**src/rtl/key_debounce_array.sv**
```systemverilog
// N-channel push-button conditioner: per-key synchroniser, counter debounce,
// press/release pulses, long-press detection and optional auto-repeat.
module key_debounce_array #(
  parameter int N_KEYS       = 4,
  parameter bit ACTIVE_LOW   = 1'b1,
  parameter int SYNC_STAGES  = 2,
  parameter int DEBOUNCE_CYC = 250000,
  parameter int LONG_CYC     = 25000000,
  parameter int REPEAT_CYC   = 5000000
) (
  input  logic              i_clk,
  input  logic              i_rst,
  input  logic [N_KEYS-1:0] i_in,
  input  logic [N_KEYS-1:0] i_repeat_en,
  output logic [N_KEYS-1:0] o_level,
  output logic [N_KEYS-1:0] o_press,
  output logic [N_KEYS-1:0] o_release,
  output logic [N_KEYS-1:0] o_long,
  output logic [N_KEYS-1:0] o_repeat,
  output logic              o_any_press
);

  localparam int DB_W     = $clog2(DEBOUNCE_CYC);
  localparam int HOLD_MAX = (LONG_CYC > REPEAT_CYC) ? LONG_CYC : REPEAT_CYC;
  localparam int HOLD_W   = $clog2(HOLD_MAX);

  localparam logic [DB_W-1:0]   DB_LAST     = DB_W'(DEBOUNCE_CYC - 1);
  localparam logic [HOLD_W-1:0] LONG_LAST   = HOLD_W'(LONG_CYC - 1);
  localparam logic [HOLD_W-1:0] REPEAT_LAST = HOLD_W'(REPEAT_CYC - 1);

  typedef enum logic [1:0] {
    S_IDLE,
    S_PRESSED,
    S_REPEAT,
    S_HELD
  } hold_state_e;

  // Normalised so that 1 always means pressed from here on.
  logic [N_KEYS-1:0] pin_norm;
  assign pin_norm = ACTIVE_LOW ? ~i_in : i_in;

  for (genvar k = 0; k < N_KEYS; k++) begin : g_key
    logic [SYNC_STAGES-1:0] sync_q;
    logic                   sync_s;
    logic [DB_W-1:0]        db_cnt_q, db_cnt_d;
    logic                   level_q, level_d;
    logic                   press_q, press_d;
    logic                   release_q, release_d;
    logic                   long_q, long_d;
    logic                   repeat_q, repeat_d;
    hold_state_e            state_q, state_d;
    logic [HOLD_W-1:0]      hold_cnt_q, hold_cnt_d;

    assign sync_s = sync_q[SYNC_STAGES-1];

    // NOTE: every default is assigned first so no path leaves a signal unassigned (no latches).
    always_comb begin
      db_cnt_d  = '0;
      level_d   = level_q;
      press_d   = 1'b0;
      release_d = 1'b0;
      if (sync_s != level_q) begin
        if (db_cnt_q == DB_LAST) begin
          level_d   = ~level_q;
          press_d   = ~level_q;
          release_d = level_q;
        end else begin
          db_cnt_d = db_cnt_q + 1'b1;
        end
      end
    end

    // A release in the same cycle as a terminal count wins: the pulse is dropped.
    always_comb begin
      state_d    = state_q;
      hold_cnt_d = hold_cnt_q;
      long_d     = 1'b0;
      repeat_d   = 1'b0;
      if (release_d) begin
        state_d    = S_IDLE;
        hold_cnt_d = '0;
      end else begin
        case (state_q)
          S_IDLE: begin
            if (press_d) begin
              state_d    = S_PRESSED;
              hold_cnt_d = '0;
            end
          end
          S_PRESSED: begin
            if (hold_cnt_q == LONG_LAST) begin
              long_d     = 1'b1;
              hold_cnt_d = '0;
              state_d    = i_repeat_en[k] ? S_REPEAT : S_HELD;
            end else begin
              hold_cnt_d = hold_cnt_q + 1'b1;
            end
          end
          S_REPEAT: begin
            if (!i_repeat_en[k]) begin
              state_d    = S_HELD;
              hold_cnt_d = '0;
            end else if (hold_cnt_q == REPEAT_LAST) begin
              repeat_d   = 1'b1;
              hold_cnt_d = '0;
            end else begin
              hold_cnt_d = hold_cnt_q + 1'b1;
            end
          end
          S_HELD: begin
            hold_cnt_d = '0;
            if (i_repeat_en[k]) state_d = S_REPEAT;
          end
          default: begin
            state_d    = S_IDLE;
            hold_cnt_d = '0;
          end
        endcase
      end
    end

    // NOTE: sequential state uses non-blocking assignments only; the synchroniser
    // resets to the released value so reset never produces a phantom press.
    always_ff @(posedge i_clk or posedge i_rst) begin
      if (i_rst) begin
        sync_q     <= '0;
        db_cnt_q   <= '0;
        level_q    <= 1'b0;
        press_q    <= 1'b0;
        release_q  <= 1'b0;
        long_q     <= 1'b0;
        repeat_q   <= 1'b0;
        state_q    <= S_IDLE;
        hold_cnt_q <= '0;
      end else begin
        sync_q     <= {sync_q[SYNC_STAGES-2:0], pin_norm[k]};
        db_cnt_q   <= db_cnt_d;
        level_q    <= level_d;
        press_q    <= press_d;
        release_q  <= release_d;
        long_q     <= long_d;
        repeat_q   <= repeat_d;
        state_q    <= state_d;
        hold_cnt_q <= hold_cnt_d;
      end
    end

    assign o_level[k]   = level_q;
    assign o_press[k]   = press_q;
    assign o_release[k] = release_q;
    assign o_long[k]    = long_q;
    assign o_repeat[k]  = repeat_q;
  end

  assign o_any_press = |o_press;

endmodule
```
**config.mk**
```make
export PLATFORM = sky130hd
export DESIGN_NAME = key_debounce_array
export DESIGN_NICKNAME = d
export VERILOG_FILES = /design/src/rtl/key_debounce_array.sv
export SDC_FILE = /design/constraint.sdc
export NUM_CORES = 1
export LEC_CHECK = 0
export CAP_MARGIN = 20
export CELL_PAD_IN_SITES_DETAIL_PLACEMENT = 1
export CELL_PAD_IN_SITES_GLOBAL_PLACEMENT = 2
export CORE_ASPECT_RATIO = 1.75
export CORE_MARGIN = 1
export CORE_UTILIZATION = 30
export DETAILED_ROUTE_END_ITERATION = 7
export DONT_BUFFER_PORTS = 1
export GPL_ROUTABILITY_DRIVEN = 0
export PLACE_DENSITY = 0.6
export RECOVER_POWER = 25
export SKIP_LAST_GASP = 1
export SLEW_MARGIN = 25
export SYNTH_ARGS = -nofsm -noshare
export SYNTH_HDL_FRONTEND = slang
export SYNTH_SLANG_ARGS = --single-unit
export TNS_END_PERCENT = 100
```
**constraint.sdc**
```tcl
create_clock -name i_clk -period 20.4 [get_ports i_clk]
set_clock_uncertainty 0.05 [all_clocks]
set_input_delay 3.06 -clock i_clk [delete_from_list [all_inputs] [get_ports i_clk]]
set_output_delay 3.06 -clock i_clk [all_outputs]
set_load 0.1 [all_outputs]
```
* After elaboration in Yosys (flattened, before gate mapping)
Index checks and enable logic that the tools add are counted.
Word-level totals: register bits 208, word-level logic and storage cells 210, input bits 10
Operators by class: $add $sub $neg 8, equality and inequality tests 44, bitwise logic cells 5, multiplexer cells 104, reduce and logical (&&, ||, !) cells 13
Operators by type and width (number):
- $mux W25 | 20
- $pmux W25 S4 | 4
- $mux W18 | 8
- $add A25 B1 Y25 const B | 4
- $eq A25 B23 Y1 const B | 4
- $eq A25 B25 Y1 const B | 4
- $add A18 B1 Y18 const B | 4
- $eq A18 B18 Y1 const B | 4
- $mux W1 | 48
- $ne A3 B3 Y1 const B | 16
- $mux W2 | 20
- $pmux W2 S4 | 4
- $eq A2 B2 Y1 const B | 8
- $reduce_and A4 Y1 | 4
- $eq A2 B1 Y1 const B | 4
- $logic_not A2 Y1 | 4
- $reduce_and A2 Y1 | 4
- $ne A1 B1 Y1 | 4
- $not A1 Y1 | 4
- $not A4 Y4 | 1
- $reduce_or A4 Y1 | 1

* Longest topological paths before layout
Gate-level depths: netlist of run 1.
depth in word-level cells 6, mapped depth 10, mapped depth without buffers 7

* Worst setup path after synthesis of run 1
No wires, ideal clock.
path type in2reg, from in i_repeat_en[1], to reg g_key[1].hold_cnt_q[10], setup time 0.104 ns, data arrival time 4.292 ns, stages 8, setup slack 15.954 ns, cell sequence nand2_1 -> a31oi_1 -> o21a_1 -> clkbuf_1 -> nand2b_1 -> buf_2 -> buf_2 -> o311ai_1
Between the ends: longest elaborated chain between the ends 3
Ends and longest elaborated chain:
- start: declaration | line 14 | input logic [N_KEYS-1:0] i_repeat_en,
- $mux W25 | line 100 | if (!i_repeat_en[k]) begin
- $pmux W25 S4 | line 83 | case (state_q)
- $mux W25 | line 79 | if (release_d) begin
- end signal: assignment | line 144 | hold_cnt_q <= hold_cnt_d;
- end: declaration | line 52 | logic [HOLD_W-1:0] hold_cnt_q, hold_cnt_d;
No other way between the ends. A chain may end at the register's enable or synchronous reset.

==> key figures, run 1 <==
Synth
  • Post-synthesis xor/xnor area fraction: 0.05746
  • Synth warn: 0
  • Compound-gate portion of the synthesized area: 0.1120
  • Largest family of logic cells by synthesized area: simple AND/OR/NAND/NOR gates
  • Yosys cell types: 62
  • Cells after synthesis: 1202
  • Adder-cell share of the synthesized area: 0.03149
  • Mux share of post-synthesis cell area: 0.007534
  • Synth Cell Area: 0.01113 mm^2
  • Synth Area in Simple Gates: 0.2819
  • #FFs+latches synth: 208
  • Synth Net Count: 1240
  • FFs w/ async S/R, synth: 1.000
  • Average cell area after synthesis: 9.257 um^2
  • Most used flip-flop cell after synthesis: dfrtp_1
  • Post-synth EDFFs: 0
  • Sequential element share of the synthesized area: 0.4678

Final layout
  • Area growth syn-to-layout: 10.43%
  • Commonest non-fill, non-tap cell in the layout: dfrtp_1
  • # nets final: 1219
  • Layout cells sized above 1: 0.05764
  • ANT cells: 0
  • Most frequent cells in the layout: dfrtp_1 (207), nand2_1 (135), nor2_1 (124), nand3_1 (119), inv_1 (43)

Drt
  • Via density: 5.275
  • TritonRoute pass-1 iters: 4
  • Detail Route Antenna Nets: 0
  • Post-route DRC: 0
  • DR iter-0 viols: 265
  • Per-cell routed wire length: 18.14 um
  • Vias: 8820
  • WL final: 30.33 mm

Power and ir drop
  • Max IR drop VDD: 0.04707 mV
  • Pwr Density: 81.85 mW/mm^2
  • Reg power frac: 0.428
  • Comb power frac: 0.150
  • NetSw: 0.2983 mW
  • Clock power share: 0.422
  • Internal power: 0.7074 mW
  • Switching Fraction: 0.2966
  • Leak pwr: 4.994 nW

Critical path
  • Setup Crit Path Kind: primary input to async pin
  • Crit path capture type: async pin
  • WP data arrival: 6.70 ns
  • Startpoint Class: primary input
  • CP required: 20.93 ns
  • FF-to-FF path depth: 8
  • CP Max Fanout: 82

Clocking
  • Root buf cell: clkbuf_16
  • Setup bufs post-CTS: 0
  • Clock Path Buffers: 3
  • TritonCTS Buffers: 23
  • Clock Latency Late Sink: 0.53 ns
  • Clk pin slew, worst setup/hold paths: 0.06 ns
  • Number of buffers inserted by hold repair at cts: 0
  • # resized after CTS: 0
  • # H-tree levels: 1
  • CTS tree: yes
  • CTS sink cnt: 208

Place
  • Detailed Place HPWL: 21.25 mm
  • Pre-CTS setup slack: 14.91 ns
  • IO Port Bufs: 0

Die
  • Die Y: 256.8 um
  • Core area: 0.03665 mm^2
  • Die width: 147.6 um
  • Die area: 0.03789 mm^2
  • # rows: 93
  • Boundary Pins: 31
  • Starting Density: 0.3036

STA
  • Setup TNS: 0 ns
  • Fmax: 162.1 MHz
  • RSZ-0062 raised after global routing: no
  • Endpoints failing setup: 0
  • Setup slack after layout: 14.23 ns
  • Max-slew headroom: -1.635
  • Post-layout min period: 6.170 ns
  • Final worst-path cycle share: 0.3024
  • Least-Margin Pin Slew: 3.931 ns
  • Fin. max-slew vios: 83
  • Fin. Hold Viols: 0

Min path
  • Worst Hold Class: flip-flop to flip-flop
  • Hold Crit Depth: 0

Job
  • Max-cap violations: 1

Global route
  • Initial antenna violation count: 2
  • First-pass GRT wire length: 51.44 mm
  • Vias in the first global route: 9520
  • Pin count of the biggest net entering global routing: 83
  • Grt ovf: 0
  • GRT Util Overall: 0.1679

Status
  • Failing checks: max-capacitance violations, max-slew violations
  • Status: finished, violations left
kinds of logic after synthesis:
| kind of cell | Yosys count |
|---|---|
| AO/OA/AOI/OAI | 178 |
| XOR/XNOR | 73 |
| adder cells (fa/ha/maj) | 28 |
| buffers and inverters | 100 |
| flip-flops | 208 |
| multiplexers | 8 |
| AND/OR/NAND/NOR | 607 |
worst max-delay path, stage by stage:
cell        delay [ns]
clkinvlp_2        2.13
buf_6             0.71
buf_4             0.71
Yosys cell counts, drive strengths merged (5+ instances only):
cell    instances  area, um^2
and4            9       78.83
a21o           14       105.1
nor4b           5       50.04
nor2          124       465.5
xnor2          41       359.1
nor3b           7       52.55
clkbuf         26       97.59
nand2         136       510.5
or3            18       112.6
nand2b         10       62.56
o311ai         38       332.8
nor3           18       90.09
and3           32       200.2
xor2           32       280.3
and4b           6       60.06
a211oi          5       37.54
nor4           30       206.5
nand4          35       219.0
o21ai          49       245.2
mux2i           5       50.05
ha             28       350.3
a21oi          14       70.07
buf            30       202.7
a31oi          14       87.58
or4            14       105.1
o31ai          12       90.09
and2           13       81.33
inv            44       165.2
nand4b          9       78.83
dfrtp         208        5205
nand3         119       595.6
or2             9       56.30
layout make-up:
class / instances / area, um^2
Multi-Input combinational cell: 894 / 5485
Fill cell: 4244 / 24370
Tap cell: 475 / 594.3
Clock buffer: 33 / 683.2
Clock inverter: 8 / 73.82
Timing Repair Buffer: 10 / 78.83
Inverter: 44 / 166.4
Sequential cell: 208 / 5206
sequential cells by signal (all words and copies together) (netlist names):
register	flops
g_key.release_q	4
g_key.level_q	4
g_key.db_cnt_q	72
g_key.repeat_q	4
g_key.press_q	4
g_key.long_q	4
g_key.sync_q	8
g_key.hold_cnt_q	100
g_key.state_q	8
stage by stage:
step / power [mW] / instance area (um^2) / util / hold slack [ns] / cells
after floorplan: 0.5448 / 11130 / - / 0.2812 / 1202
after detailed placement: 0.5940 / 11520 / 0.3142 / 0.2863 / 1631
after global routing: 1.062 / 12290 / 0.3352 / 0.2947 / 1672
after global placement: 0.5931 / 11520 / 0.3142 / 0.2868 / 1631
after CTS: 1.031 / 12270 / 0.3348 / 0.2925 / 1672
final: 1.006 / 12290 / 0.3352 / 0.2917 / 1672
power groups by stage:
stage,registers [mW],logic (mW),clock network (mW)
final,0.431,0.151,0.424
after global routing,0.432,0.174,0.456
after CTS,0.431,0.156,0.444
after detailed placement,0.439,0.155,0
after global placement,0.438,0.155,0
after floorplan,0.436,0.109,0
path summary, 6_finish.rpt:
| check | startpoint | endpoint | slack [ns] |
|---|---|---|---|
| min | g_key[0].sync_q[0]$_DFF_PP0_ | g_key[0].sync_q[1]$_DFF_PP0_ | 0.29 |
| min in group asynchronous | i_rst | g_key[3].release_q$_DFF_PP0_ | 3.50 |
| max in group i_clk | g_key[0].press_q$_DFF_PP0_ | o_any_press | 14.93 |
| max | i_rst | g_key[2].hold_cnt_q[1]$_DFFE_PP0P_ | 14.23 |
| min reg2reg | g_key[0].sync_q[0]$_DFF_PP0_ | g_key[0].sync_q[1]$_DFF_PP0_ | 0.29 |
| max reg2reg | g_key[2].db_cnt_q[0]$_DFF_PP0_ | g_key[2].hold_cnt_q[17]$_DFFE_PP0P_ | 17.18 |
per-layer routing:
layer | global-route usage | share of wire | vias up
li1 | - | - | 4291
met1 | 0.1841 | 0.39 | 4421
met2 | 0.3259 | 0.56 | 76
met3 | 0.02616 | 0.032 | 32
met4 | 0.04582 | 0.018 | 0
met5 | 0 | 0 | -
(Power assumes the default switching activity.)
==> run 2, diff against run 1 <==
clock period = 6.1 ns   (was 20.4 ns; I/O delays follow)
==> run 2 against run 1 <==
  * The run still ends with max-capacitance violations, max-slew violations left
  * Worst setup slack worse by 12 ns
  * Wire length up 1.1%
  * Sequential share of layout area fell by 0.20 points
  * Critical path depth grew 2
  * Count of clock-buffer cells in the layout is the same
  * Utilization is 0.16 points higher
  * Non-clock buffer count shrank 1
  * Total power rose to 3.4 times the previous value
  * Final cell count unchanged
  * First-iteration DRC count down 6.0%
  * Register-to-register slack worse by 14 ns
  * Critical endpoint is now g_key[3].hold_cnt_q[23]$_DFFE_PP0P_
  * Largest cell class unchanged
==> key figures, run 2 (synthesis gave the netlist of run 1 again) <==
Final layout
  • Most frequent cells in the layout: dfrtp_1 (207), nand2_1 (136), nor2_1 (124), nand3_1 (119), inv_1 (43)
  • ANT cells: 0 (unchanged)
  • Multi-input gate area: 0.005469 mm^2 (-0.30%)
  • Fin util: 0.3368 (+0.001570)
  • Commonest non-fill, non-tap cell in the layout: dfrtp_1
  • Area growth syn-to-layout: 10.95%
  • Largest regs: g_key.hold_cnt_q (100), g_key.db_cnt_q (72)
  • Fill cell count: 4249 (+0.12%)
  • Storage cell area: 0.005206 mm^2 (unchanged)
  • Max FFs per register: 100 (unchanged)
  • Top reg by flops: g_key.hold_cnt_q
  • # nets final: 1219 (unchanged)
  • Layout cells sized above 1: 0.05430 (-0.003342)

Die
  • # rows: 93 (unchanged)
  • Die width: 147.6 um (unchanged)
  • Die Y: 256.8 um (unchanged)
  • Boundary Pins: 31 (unchanged)
  • Core area: 0.03665 mm^2 (unchanged)
  • Starting Density: 0.3036 (unchanged)
  • Die area: 0.03789 mm^2 (unchanged)

Power and ir drop
  • Clock power share: 0.438 (+0.016)
  • Max IR drop VDD: 0.2027 mV (+330%)
  • NetSw: 1.004 mW (+240%)
  • Pwr Density: 279.3 mW/mm^2 (+240%)
  • Comb power frac: 0.145 (-0.005)
  • Leak pwr: 5.028 nW (+0.67%)
  • Internal power: 2.445 mW (+250%)
  • Reg power frac: 0.418 (-0.010)
  • Switching Fraction: 0.2910 (-0.005555)

Drt
  • Met2 WL: 16.84 mm (-0.53%)
  • WL met3: 1.034 mm (+5.8%)
  • DR iter-0 viols: 249 (-6.0%)
  • WL final: 30.65 mm (+1.1%)
  • TritonRoute pass-1 iters: 4 (unchanged)
  • Post-route DRC: 0 (unchanged)
  • Met1 Wirelength: 12.11 mm (+1.9%)
  • Detail Route Antenna Nets: 0 (unchanged)
  • Vias: 8894 (+0.84%)
  • Per-cell routed wire length: 18.33 um (+1.1%)
  • Top Layer Used: met4
  • Via density: 5.319 (+0.84%)

Global route
  • GRT Util Overall: 0.1705 (+0.002641)
  • First-pass GRT wire length: 52.29 mm (+1.7%)
  • Vias in the first global route: 9749 (+2.4%)
  • Initial antenna violation count: 1 (-1)
  • Pin count of the biggest net entering global routing: 168 (+100%)
  • Grt ovf: 0 (unchanged)

Critical path
  • Startpoint Class: flip-flop
  • WP data arrival: 3.78 ns (-2.92 ns)
  • Crit path capture type: flip-flop
  • Worst r2r src: g_key[3].level_q$_DFFE_PP0P_
  • CP required: 6.46 ns (-14.47 ns)
  • Critical path launch point: g_key[3].level_q$_DFFE_PP0P_
  • CP Max Fanout: 25 (-70%)
  • Setup Crit Path Kind: flip-flop to flip-flop

Min path
  • Worst Hold Class: flip-flop to flip-flop
  • HP Start: g_key[2].sync_q[0]$_DFF_PP0_

Clocking
  • Clock Latency Late Sink: 0.53 ns (about the same)
  • Clk pin slew, worst setup/hold paths: 0.06 ns (about the same)
  • # resized after CTS: 0 (unchanged)
  • Setup bufs post-CTS: 0 (unchanged)
  • Number of buffers inserted by hold repair at cts: 0 (unchanged)
  • TritonCTS Buffers: 24 (+4.3%)
  • CTS sink cnt: 208 (unchanged)
  • CTS tree: yes
  • # H-tree levels: 1 (unchanged)
  • Root buf cell: clkbuf_16
  • Clock Path Buffers: 3 (unchanged)

STA
  • Max-slew headroom: -0.5994 (+1.035)
  • RSZ-0062 raised after global routing: no
  • Fin. Hold Viols: 0 (unchanged)
  • Endpoints failing setup: 0 (unchanged)
  • Final worst-path cycle share: 0.5593
  • Fin. max-slew vios: 42 (-49%)
  • Fmax: 293.1 MHz
  • Post-layout min period: 3.412 ns
  • Least-Margin Pin Slew: 2.399 ns (-1.532 ns)
  • Setup TNS: 0 ns (unchanged)

Status
  • Failing checks: max-capacitance violations, max-slew violations
  • Status: finished, violations left

Place
  • IO Port Bufs: 0 (unchanged)
  • Detailed Place HPWL: 21.20 mm (-0.21%)

Job
  • Max-cap violations: 1 (unchanged)
==> run 2: cell type report <==
| class | instances | share of cell area |
|---|---|---|
| well taps | 475 | 0.04814 |
| repair buffers | 9 | 0.007804 |
| clock buffers | 33 | 0.05797 |
| clock inverters | 9 | 0.007905 |
| flip-flops and latches | 208 | 0.4217 |
| multi-input cells | 894 | 0.4430 |
| inverters | 44 | 0.01348 |
==> run 2: critical path, stage by stage (launching register included) <==
cell and delay, ns:
dfrtp_1 0.78, nand2b_1 0.31, o31a_1 0.20, o21a_1 0.61, nand2_1 0.78, o41ai_1 0.54
==> run 2: worst paths after layout <==
kind | end | slack (ns) | depth (start not counted)
min in group asynchronous | g_key[1].state_q[0]$_DFFE_PP0P_ | 0.35 | 2
hold reg to reg | g_key[2].sync_q[1]$_DFF_PP0_ | 0.31 | 0
max in group asynchronous | g_key[0].db_cnt_q[10]$_DFF_PP0_ | 3.42 | 2
setup / recovery | g_key[3].hold_cnt_q[23]$_DFFE_PP0P_ | 2.69 | 5
setup reg to reg | g_key[3].hold_cnt_q[23]$_DFFE_PP0P_ | 2.69 | 5
hold / removal | g_key[2].sync_q[1]$_DFF_PP0_ | 0.31 | 0
==> run 2: per-layer routing <==
| metal | up-vias | track usage |
|---|---|---|
| met5 | - | 0 |
| met4 | 0 | 0.05097 |
| met3 | 42 | 0.02189 |
| met2 | 84 | 0.3239 |
| met1 | 4491 | 0.1943 |
| li1 | 4277 | - |
==> run 2: per-stage QoR <==
| stage | hold slack, ns | cell area [um^2] | std cells | power [mW] | setup slack, ns |
|---|---|---|---|---|---|
| final | 0.3057 | 12350 | 1672 | 3.448 | 2.688 |
| after global routing | 0.3194 | 12350 | 1672 | 3.632 | 2.358 |
| after CTS | 0.3081 | 12320 | 1671 | 3.538 | 2.583 |
| after detailed placement | 0.2863 | 11510 | 1629 | 1.983 | 2.594 |
| after global placement | 0.2878 | 11510 | 1629 | 1.985 | 2.569 |
| after floorplan | 0.2812 | 11130 | 1202 | 1.822 | 2.435 |
==> run 2: power by group through the flow <==
| stage | clock network [mW] | registers, mW | logic [mW] |
|---|---|---|---|
| 6_report | 1.51 | 1.44 | 0.498 |
| 3_5_place_dp | 0 | 1.47 | 0.515 |
| 2_1_floorplan | 0 | 1.46 | 0.364 |
| 3_3_place_gp | 0 | 1.47 | 0.520 |
| 5_1_grt | 1.61 | 1.45 | 0.572 |
| 4_1_cts | 1.58 | 1.44 | 0.519 |
